File: src/rtl/controlador_memoria_instrucoes_pkg.sv
// Shared definitions for the instruction-memory controller: opcodes,
// instruction width, the NOP word and the controller state encoding.
package pacote_izero;

    localparam logic [5:0]  OPCODE_HALT = 6'b111111;
    localparam logic [5:0]  OPCODE_J    = 6'b011111;
    localparam int          INSTR_W     = 32;
    localparam logic [31:0] NOP         = 32'd0;

    typedef enum logic [1:0] {
        CARGA,
        EXEC,
        HALT
    } estado_ctrl_t;

endpackage

File: src/rtl/controlador_memoria_instrucoes.sv
// Instruction memory controller.
// Boot-loads the program stream into the instruction memory and then serves
// CPU fetches. It stalls the CPU until the load is done, and it freezes the
// CPU when a halt opcode is fetched.
// Optional feature: CONTROLADOR_CHECKSUM_EN adds an XOR checksum of the
// loaded words. A checksum mismatch sends the controller to HALT.
//
//  state | meaning
//  CARGA | accepting loader words and writing them to memory
//  EXEC  | serving CPU fetches at mem_addr = pc
//  HALT  | halt opcode fetched (or bad checksum); frozen until reset
module controlador_memoria_instrucoes
    import pacote_izero::*;
#(
    parameter int MEM_SIZE = 150,
    parameter int ADDR_W   = 26
) (
    input  logic                clock,
    input  logic                reset,
    input  logic                carga_valid,
    input  logic [INSTR_W-1:0]  carga_dado,
    input  logic                carga_ultimo,
    output logic                carga_ready,
    input  logic [ADDR_W-1:0]   pc,
    output logic [ADDR_W-1:0]   mem_addr,
    output logic                mem_we,
    output logic [INSTR_W-1:0]  mem_wdata,
    input  logic [INSTR_W-1:0]  mem_rdata,
    output logic [INSTR_W-1:0]  instrucao,
    output logic                cpu_stall,
    output logic                halted,
    output logic                erro_pc,
`ifdef CONTROLADOR_CHECKSUM_EN
    output logic [INSTR_W-1:0]  checksum,
    input  logic [INSTR_W-1:0]  checksum_esperado,
    output logic                erro_checksum,
`endif
    output logic [ADDR_W-1:0]   palavras_carregadas
);

    localparam logic [ADDR_W-1:0] LIM_PC       = ADDR_W'(MEM_SIZE);
    localparam logic [ADDR_W-1:0] ULTIMO_ENDER = ADDR_W'(MEM_SIZE - 1);

    estado_ctrl_t       r_estado;
    estado_ctrl_t       w_estado_prox;
    logic [ADDR_W-1:0]  r_contador;
    logic [ADDR_W-1:0]  r_waddr;
    logic               r_mem_we;
    logic [INSTR_W-1:0] r_mem_wdata;
    logic [INSTR_W-1:0] r_instrucao;
    logic               r_halted;
    logic               r_erro_pc;

    logic               w_handshake;
    logic               w_fim_carga;
    logic               w_fetch;
    logic               w_pc_ok;
    logic [INSTR_W-1:0] w_instr_prox;
    logic               w_halt_fetch;
    logic               w_checksum_ruim;

`ifdef CONTROLADOR_CHECKSUM_EN
    logic [INSTR_W-1:0] r_checksum;
    logic               r_erro_checksum;
    logic [INSTR_W-1:0] w_checksum_prox;
`endif

    // Next-state and fetch decode. A fetch is blocked while the final load
    // write is still on the memory port, so the address mux never switches
    // to pc during that write.
    always_comb begin
        w_handshake     = carga_valid && (r_estado == CARGA);
        w_fim_carga     = w_handshake && (carga_ultimo || (r_contador == ULTIMO_ENDER));
        w_fetch         = (r_estado == EXEC) && !r_mem_we;
        w_pc_ok         = (pc < LIM_PC);
        w_instr_prox    = w_pc_ok ? mem_rdata : NOP;
        w_halt_fetch    = w_fetch && (w_instr_prox[31:26] == OPCODE_HALT);
        w_checksum_ruim = 1'b0;
`ifdef CONTROLADOR_CHECKSUM_EN
        w_checksum_prox = r_checksum ^ carga_dado;
        w_checksum_ruim = w_fim_carga && (w_checksum_prox != checksum_esperado);
`endif
        w_estado_prox = r_estado;
        case (r_estado)
            CARGA:   if (w_fim_carga) w_estado_prox = w_checksum_ruim ? HALT : EXEC;
            EXEC:    if (w_halt_fetch) w_estado_prox = HALT;
            HALT:    w_estado_prox = HALT;
            default: w_estado_prox = CARGA;
        endcase
    end

    // State register
    always_ff @(posedge clock) begin
        if (reset) r_estado <= CARGA;
        else       r_estado <= w_estado_prox;
    end

    // Load counter and registered memory write port
    always_ff @(posedge clock) begin
        if (reset) begin
            r_contador  <= '0;
            r_waddr     <= '0;
            r_mem_we    <= 1'b0;
            r_mem_wdata <= '0;
        end else begin
            r_mem_we <= w_handshake;
            if (w_handshake) begin
                r_waddr     <= r_contador;
                r_mem_wdata <= carga_dado;
                r_contador  <= r_contador + 1'b1;
            end
        end
    end

    // Fetch register plus the sticky error and halt flags
    always_ff @(posedge clock) begin
        if (reset) begin
            r_instrucao <= NOP;
            r_halted    <= 1'b0;
            r_erro_pc   <= 1'b0;
        end else begin
            if (w_fetch) begin
                r_instrucao <= w_instr_prox;
                if (!w_pc_ok) r_erro_pc <= 1'b1;
            end
            if (w_halt_fetch || w_checksum_ruim) r_halted <= 1'b1;
        end
    end

`ifdef CONTROLADOR_CHECKSUM_EN
    // XOR checksum of accepted words, with a sticky mismatch flag
    always_ff @(posedge clock) begin
        if (reset) begin
            r_checksum      <= '0;
            r_erro_checksum <= 1'b0;
        end else begin
            if (w_handshake)     r_checksum      <= w_checksum_prox;
            if (w_checksum_ruim) r_erro_checksum <= 1'b1;
        end
    end

    assign checksum      = r_checksum;
    assign erro_checksum = r_erro_checksum;
`endif

    assign carga_ready         = (r_estado == CARGA);
    assign cpu_stall           = (r_estado != EXEC) || r_mem_we;
    assign mem_addr            = w_fetch ? pc : r_waddr;
    assign mem_we              = r_mem_we;
    assign mem_wdata           = r_mem_wdata;
    assign instrucao           = r_instrucao;
    assign halted              = r_halted;
    assign erro_pc             = r_erro_pc;
    assign palavras_carregadas = r_contador;

endmodule

File: config.mk
export PLATFORM = sky130hd
export DESIGN_NAME = controlador_memoria_instrucoes
export DESIGN_NICKNAME = d
export VERILOG_FILES = /design/src/rtl/controlador_memoria_instrucoes_pkg.sv /design/src/rtl/controlador_memoria_instrucoes.sv
export SDC_FILE = /design/constraint.sdc
export NUM_CORES = 1
export LEC_CHECK = 0
export CAP_MARGIN = 20
export CORE_MARGIN = 2
export CORE_UTILIZATION = 38
export CTS_CLUSTER_SIZE = 25
export DETAILED_ROUTE_END_ITERATION = 7
export PLACE_DENSITY = 0.87
export SYNTH_ARGS = -nofsm -noshare
export SYNTH_HDL_FRONTEND = slang
export SYNTH_SLANG_ARGS = --single-unit
export TNS_END_PERCENT = 1
File: constraint.sdc
create_clock -name clock -period 2.2 [get_ports clock]
set_input_delay 0.55 -clock clock [delete_from_list [all_inputs] [get_ports clock]]
set_output_delay 0.55 -clock clock [all_outputs]
set_load 0.02 [all_outputs]
; ---- Word-level counts from Yosys, hierarchy flattened
; Cells that the tools add are included.
[word_totals]
regBits = 121
latchBits = 0
ramBits = 0
rom_bits = 0
inputBits = 94
memories = 0
[classes]
add_sub_neg = 1
mul = 0
div_mod_pow = 0
magnitude_cmp = 1
n_eq_ne = 7
shift = 0
muxes = 5
bitwise_logic = 1
n_reduce_logical = 10
[op_table]
columns = op, count
row1 = $mux 32, 1
row2 = $add 26x1->26 const B, 1
row3 = $eq 26x8->1 const B, 1
row4 = $lt 26x8->1 const B, 1
row5 = $mux 26, 1
row6 = $eq 6x6->1 const B, 1
row7 = $pmux 2 s3, 1
row8 = $logic_and 1x1->1, 4
row9 = $mux 2, 2
row10 = $ne 2x1->1 const B, 2
row11 = $reduce_and 2->1, 2
row12 = $eq 2x1->1 const B, 1
row13 = $eq 2x2->1 const B, 1
row14 = $logic_not 2->1, 1
row15 = $logic_or 1x1->1, 2
row16 = $ne 2x2->1 const B, 1
row17 = $logic_not 1->1, 1
row18 = $not 1->1, 1

; ---- Depth between registers and ports, before layout
; Gate-level depths: netlist of the first run.
[logic_depth]
depth_word = 6
depth_mapped = 8

; ---- Worst setup path after synthesis of the first run
; No wires, ideal clock.
[synth_timing]
path_kind = reg2reg
from = register r_estado[0]
to = register r_contador[25] (netlist: palavras_carregadas[25])
arrival_time_ps = 2187
t_required_ps = 2130
path_slack_ps = -57
path_stages_with_launch = 8
path_buffers = 0
synth_period_minus_slack_ps = 2257
cell_sequence = dfxtp_1 -> inv_1 -> ha_1 -> and3_1 -> nand4_1 -> or4_4 -> or3_1 -> a21oi_1
[synth_via]
elab_chain_len = 2
[synth_lines]
columns = item, line_no
row1 = "start, declared", controlador_memoria_instrucoes.sv:44  ; estado_ctrl_t r_estado;
row2 = "start signal, assigned", controlador_memoria_instrucoes.sv:95  ; else r_estado <= w_estado_prox;
row3 = $logic_not 2->1, --
row4 = via carga_ready, controlador_memoria_instrucoes.sv:23  ; output logic carga_ready,
row5 = $logic_and 1x1->1, controlador_memoria_instrucoes.sv:72  ; w_handshake = carga_valid && (r_estado == CARGA);
row6 = "end signal, assigned", controlador_memoria_instrucoes.sv:110  ; r_contador <= r_contador + 1'b1;
row7 = "end, declared", controlador_memoria_instrucoes.sv:46  ; logic [ADDR_W-1:0] r_contador;
; The timed path passes the listed nets, and every way through them passes these cells.
; A chain may end at the register's enable or synchronous reset.

; ---- Final worst setup path of the first run
[layout_timing]
from = register r_estado[1]
to = output mem_addr[9]
[layout_via]
elab_chain_len = 3
[layout_lines]
columns = item, line_no
row1 = $eq 2x1->1, controlador_memoria_instrucoes.sv:74  ; w_fetch = (r_estado == EXEC) && !r_mem_we;
row2 = $logic_and 1x1->1, controlador_memoria_instrucoes.sv:74
row3 = $mux 26, controlador_memoria_instrucoes.sv:148  ; assign mem_addr = w_fetch ? pc : r_waddr;
row4 = "end, declared", controlador_memoria_instrucoes.sv:25  ; output logic [ADDR_W-1:0] mem_addr,
; No other way between the ends.

==> reports/results.ini, run 1 <==
[outcome]
status=finished with violations
violations=setup timing

[clock_tree]
cts_hold_buf=0
clock_latency_ns=0.41
cts.sink_count=121
clkTransAtPathRegs_ns=0.05
cts_buffer_depth=2
cts_tree=done
numCtsBuffers=17
htreeDepth=4
root_buffer=clkbuf_16

[pwr]
power_leakage_nw=3.213
seq_power_share=0.382
clock_power_share=0.441
switching_share=0.2546
total_power_mw=6.113
power.density_mw_per_mm2=733.5
p_int_mw=4.556
p_sw_mw=1.557
vdd_drop_max_mv=0.5125
combPwrFrac=0.177

[final_layout]
syn2layout_area_growth_pct=69.84
fin_cells=1094
multi_input_area_sq_mm=0.002400
nNetsFinal=1008
antennaDiodeCount=0
drive_gt1_frac=0.1649
seq_area_sq_mm=0.002425
layout_commonest_cell=nand2_1
layout_common_cells=243 x nand2_1, 182 x clkdlybuf4s50_1, 119 x dfxtp_1, 100 x a21oi_1, 44 x buf_4
num-fill-cells=1042
postLayoutCellArea_sq_mm=0.008334

[critical_path]
worstSetupPathType=reg2out
endpoint_kind=primary output
start_kind=flip-flop
r2r_setup_slack_ns=0.07
critPathArrivalTime_ns=1.71
required_ns=1.65
path_max_fanout=6

[place]
place_ws_ns=-0.3669
place.gp.congestion=0.8618
dpl.cell_count=1056
io_buffers=214
place_area_sq_mm=0.007550
post-dp-hpwl_mm=11.91

[yosys]
yosys_warnings=0
synth-seq-cells=121
syn-num-nets=762
synthDistinctLibCells=34
synth-seq-area-share=0.4936
syn_area_sq_mm=0.004907
syn_inst=664
avgSynthCellArea_sq_um=7.390

[floorplan]
fp.dieH_um=117.6
start_util=0.3889
core_sq_mm=0.01262
die_w_um=117.6
dieArea_sq_mm=0.01384
boundaryPins=215
rows=41

[routing]
firstDrtPassIters=4
via_per_inst=4.926
wire_per_inst_um=15.10
drt-initial-drc-count=442
ant_nets=0
via_count=5389
routed_wl_mm=16.52
post-route-drc-count=0

[timing]
worst_slack_ns=-0.05825
finalHoldWorstSlack_ns=0.4504
rsz0062_at_grt=yes
worst_pin_slew_ns=0.5095
fin_skew_ns=0.01107
maxSlewHeadroom=0.6604
finalCritPeriodShare=1.026
setup_violations=26
hold_viol_final=0
fin_crit_ns=2.258
fmax_mhz=442.8
maxSlewViolCount=0

[grt]
grt_pass1_wl_mm=26.18
antenna_found_initial=1
track_usage=0.2344
gr-total-overflow=0
grt_start_max_net_pins=49
grt_pass1_vias=5251

[job]
cap_violations=0

[hold_path]
hp-class=reg2reg

[synthesized netlist by cell type]
library cell | instances | share of area
or4_4 | 1 | 0.0023
a21boi_0 | 1 | 0.0015
o21ai_0 | 10 | 0.010
nor4_1 | 10 | 0.013
o21a_1 | 1 | 0.0015
nand4_1 | 9 | 0.011
and4_1 | 1 | 0.0018
o31a_1 | 1 | 0.0018
mux2i_1 | 1 | 0.0020
and2_1 | 1 | 0.0013
a211oi_1 | 2 | 0.0031
or4_1 | 1 | 0.0015
xnor2_1 | 12 | 0.021
ha_1 | 4 | 0.010
nand2_1 | 269 | 0.21
o41a_1 | 1 | 0.0023
xor2_1 | 5 | 0.0089
nor2_1 | 22 | 0.017
buf_2 | 1 | 0.0010
buf_1 | 2 | 0.0015
nor4b_1 | 3 | 0.0054
o211a_1 | 1 | 0.0020
clkbuf_1 | 39 | 0.030
inv_1 | 9 | 0.0069
nor2b_1 | 1 | 0.0013
or3_1 | 9 | 0.011
nor3_1 | 8 | 0.0082
dfxtp_1 | 121 | 0.49
inv_2 | 1 | 0.00076
buf_6 | 1 | 0.0023
nand3_1 | 13 | 0.013
or2_1 | 2 | 0.0025
a21oi_1 | 100 | 0.10
and3_1 | 1 | 0.0013
[final timing paths]
path	end	depth (start not counted)	from
worst max-delay path	mem_addr[9]	8	r_estado[1]$_SDFFE_PP0P_
worst min register to register	mem_wdata[19]$_SDFFE_PP0P_	2	mem_wdata[19]$_SDFFE_PP0P_
worst max register to register	palavras_carregadas[14]$_SDFFE_PP0P_	8	r_estado[1]$_SDFFE_PP0P_
worst min-delay path	mem_wdata[19]$_SDFFE_PP0P_	2	mem_wdata[19]$_SDFFE_PP0P_
[power groups by stage]
stage	sequential [mW]	clock, mW	combinational, mW
2_1_floorplan	2.48	0	0.352
3_3_place_gp	2.37	0	1.02
3_5_place_dp	2.38	0	1.03
4_1_cts	2.33	2.74	1.03
5_1_grt	2.34	2.85	1.16
6_report	2.33	2.70	1.08
[routing by layer]
layer | wire (um) | GRT usage | up-vias | part of all wire
met5 | 13 | 0 | - | 0.00079
met3 | 1285 | 0.08866 | 10 | 0.078
met2 | 8256 | 0.3928 | 201 | 0.50
met4 | 112 | 0.06928 | 2 | 0.0068
li1 | - | - | 2672 | -
met1 | 6849 | 0.2792 | 2504 | 0.41
[cell families after synthesis]
kind of cell | count (synthesis) | synth area share
AO/OA/AOI/OAI | 117 | 0.1244
flip-flops | 121 | 0.4936
AND/OR/NAND/NOR | 351 | 0.2970
adder cells (fa/ha/maj) | 4 | 0.01020
multiplexers | 1 | 0.002040
XOR/XNOR | 17 | 0.03034
buffers and inverters | 53 | 0.04232
[flip-flops by register name, summed over array words and instances (netlist names)]
name and cells:
mem_wdata 32, r_waddr 26, halted 1, mem_we 1, instrucao 32, r_estado 2
erro_pc 1, palavras_carregadas 26
[cell type report]
type                            instances  share of cell area
Tap cell                              172             0.02582
Sequential cell                       121              0.2909
Multi-Input combinational cell        490              0.2879
Inverter                               10            0.005104
Timing Repair Buffer                  270              0.3214
Clock buffer                           23             0.05735
Clock inverter                          8             0.01141
[worst max-delay path, stage by stage (launching register included)]
cell	delay [ns]
dfxtp_2	0.32
inv_2	0.08
ha_4	0.13
nor2b_4	0.19
clkinv_4	0.13
buf_12	0.16
nand2_2	0.08
nand2_1	0.05
buf_2	0.15
[stage by stage]
| stage | utilization | TNS, ns |
|---|---|---|
| floorplan | - | -0.03613 |
| global placement | 0.5983 | -12.26 |
| detailed placement | 0.5983 | -15.33 |
| CTS | 0.6398 | -0.9088 |
| global route | 0.6604 | -3.410 |
| finish | 0.6604 | -0.8555 |
[repair_timing]
action	4_1_cts	5_1_grt
cloned	0	3
buffers inserted	2	2
setup endpoints to repair	29	63
resized for setup	135	56
pin swaps	0	6
(Power assumes the default switching activity.)
==> run 2: changes to the inputs <==
--- a/config.mk
+++ b/config.mk
@@ -8,9 +8,11 @@
 export CAP_MARGIN = 20
 export CORE_MARGIN = 2
 export CORE_UTILIZATION = 38
+export CTS_BUF_LIST = sky130_fd_sc_hd__clkbuf_16
 export CTS_CLUSTER_SIZE = 25
 export DETAILED_ROUTE_END_ITERATION = 7
 export PLACE_DENSITY = 0.87
+export SLEW_MARGIN = 0
 export SYNTH_ARGS = -nofsm -noshare
 export SYNTH_HDL_FRONTEND = slang
 export SYNTH_SLANG_ARGS = --single-unit
==> run 2 against run 1 <==
Effect of this change:
- the run still ends with setup timing left
- register-to-register slack is essentially flat
- total power shrank 2.0%
- sequential cell count unchanged
- maximum frequency shrank 0.33%
- cell area down 0.36%
- clock power is 5% lower
- critical path type unchanged
- critical endpoint unchanged
- largest cell class unchanged
- highest routed layer unchanged
==> reports/results.ini, run 2 (same netlist as run 1, synthesis figures left out) <==
[routing]
drt-initial-drc-count=405  ; -8.4%
wire_per_inst_um=15.12  ; +0.17%
routed_wl_mm=16.55  ; +0.17%
firstDrtPassIters=4  ; unchanged
via_per_inst=4.938  ; +0.24%
via_count=5402  ; +0.24%
post-route-drc-count=0  ; unchanged
ant_nets=0  ; unchanged

[pwr]
p_int_mw=4.436  ; -2.6%
clock_power_share=0.429  ; -0.012
power.density_mw_per_mm2=721.4  ; -1.6%
combPwrFrac=0.181  ; +0.004
p_sw_mw=1.555  ; -0.13%
vdd_drop_max_mv=0.5178  ; +1.0%
seq_power_share=0.390  ; +0.008
switching_share=0.2595  ; +0.004875
power_leakage_nw=3.208  ; -0.14%

[floorplan]
die_w_um=117.6  ; unchanged
core_sq_mm=0.01262  ; unchanged
dieArea_sq_mm=0.01384  ; unchanged
fp.dieH_um=117.6  ; unchanged
rows=41  ; unchanged
start_util=0.3889  ; unchanged
boundaryPins=215  ; unchanged

[outcome]
violations=setup timing
status=finished with violations

[timing]
maxSlewViolCount=0  ; unchanged
fin_skew_ns=0.008424  ; -0.002647 ns
worst_pin_slew_ns=0.5168  ; +0.007319 ns
hold_viol_final=0  ; unchanged
maxSlewHeadroom=0.6555  ; -0.004879
finalCritPeriodShare=1.030  ; +0.003411
setup_violations=26  ; unchanged
worst_slack_ns=-0.06575  ; -0.007505 ns
fin_crit_ns=2.266  ; +0.007505 ns
rsz0062_at_grt=yes
tns_ns=-0.9351  ; -0.07957 ns
fmax_mhz=441.4  ; -0.33%

[place]
place.gp.congestion=0.8618  ; unchanged
io_buffers=214  ; unchanged
dpl.cell_count=1056  ; unchanged
place_area_sq_mm=0.007550  ; unchanged
place_ws_ns=-0.3669  ; unchanged
post-dp-hpwl_mm=11.91  ; unchanged

[final_layout]
layout_common_cells=243 x nand2_1, 182 x clkdlybuf4s50_1, 119 x dfxtp_1, 100 x a21oi_1, 44 x buf_4
layout_commonest_cell=nand2_1
final_util=0.6580  ; -0.002379
nNetsFinal=1008  ; unchanged
antennaDiodeCount=0  ; unchanged
postLayoutCellArea_sq_mm=0.008304  ; -0.36%
drive_gt1_frac=0.1616  ; -0.003254
syn2layout_area_growth_pct=69.22
fin_cells=1094  ; unchanged

[clock_tree]
clkTransAtPathRegs_ns=0.05  ; about the same
numCtsBuffers=17  ; unchanged
clock_latency_ns=0.41  ; about the same
cts_hold_buf=0  ; unchanged
cts_tree=done
htreeDepth=4  ; unchanged
cts_buffer_depth=2  ; unchanged
root_buffer=clkbuf_16
cts.sink_count=121  ; unchanged

[critical_path]
crit_slowest_cell=dfxtp_2
slowest_delay_ns=0.32  ; about the same
path_max_fanout=6  ; unchanged
start_kind=flip-flop
endpoint_kind=primary output
path_cells=inv_2 > ha_4 > nor2b_4 > clkinv_4 > buf_12 > nand2_2 > nand2_1 > buf_2
required_ns=1.65  ; about the same
worstSetupPathType=reg2out
critPathArrivalTime_ns=1.72  ; about the same

[grt]
grt_start_max_net_pins=49  ; unchanged
grt_pass1_vias=5251  ; unchanged
track_usage=0.2348  ; +0.0004114
grt_pass1_wl_mm=26.21  ; +0.13%
gr-total-overflow=0  ; unchanged
antenna_found_initial=1  ; unchanged

[hold_path]
hp-class=reg2reg

[job]
cap_violations=0  ; unchanged

[run 2: power groups by stage]
stage	Combinational (mW)	Clock, mW	Sequential [mW]
2_1_floorplan	0.352	0	2.48
3_3_place_gp	1.02	0	2.37
3_5_place_dp	1.03	0	2.38
4_1_cts	1.03	2.61	2.33
5_1_grt	1.16	2.72	2.34
6_report	1.08	2.57	2.33
[run 2: stage by stage]
stage / hold slack [ns] / total power, mW
floorplan: 0.4347 / 2.832
global placement: 0.4399 / 3.392
detailed placement: 0.4462 / 3.411
CTS: 0.4532 / 5.975
global route: 0.4695 / 6.233
finish: 0.4504 / 5.991
[run 2: cell type report]
type,count,area (sq um)
inverter,10,42.54
sequential,121,2425
multi-input combinational,490,2400
clock inverter,14,117.6
tap,172,215.2
timing repair buffer,270,2679
clock buffer,17,425.4
fill,1049,4315
[run 2: worst max-delay path: cells and delay by family, from the launching register on]
| family | cells | cell delay [ns] |
|---|---|---|
| buf+inv | 4 | 0.52 |
| flops | 1 | 0.32 |
| simple gates | 3 | 0.33 |
| fa+ha+maj | 1 | 0.13 |
[run 2: layer usage]
metal  up-vias  track usage  routed length (um)
met4         2      0.06928                 153
met1      2501       0.2783                6841
met2       213       0.3943                8158
met5         -            0                  13
met3        13      0.09012                1379
li1       2673            -                   -
[run 2: timing repair]
action,in CTS,in global routing
buffers inserted,2,2
pin swaps,0,6
hold endpoints to repair,0,0
cloned,0,3
resized for setup,135,56
setup endpoints to repair,29,63
[run 2: worst paths after layout]
kind	startpoint	endpoint	slack [ns]	cells past startpoint
worst max-delay path	r_estado[1]$_SDFFE_PP0P_	mem_addr[9]	-0.07	8
worst min-delay path	mem_wdata[19]$_SDFFE_PP0P_	mem_wdata[19]$_SDFFE_PP0P_	0.45	2
worst max register to register	r_estado[1]$_SDFFE_PP0P_	palavras_carregadas[14]$_SDFFE_PP0P_	0.07	8
worst min register to register	mem_wdata[19]$_SDFFE_PP0P_	mem_wdata[19]$_SDFFE_PP0P_	0.45	2
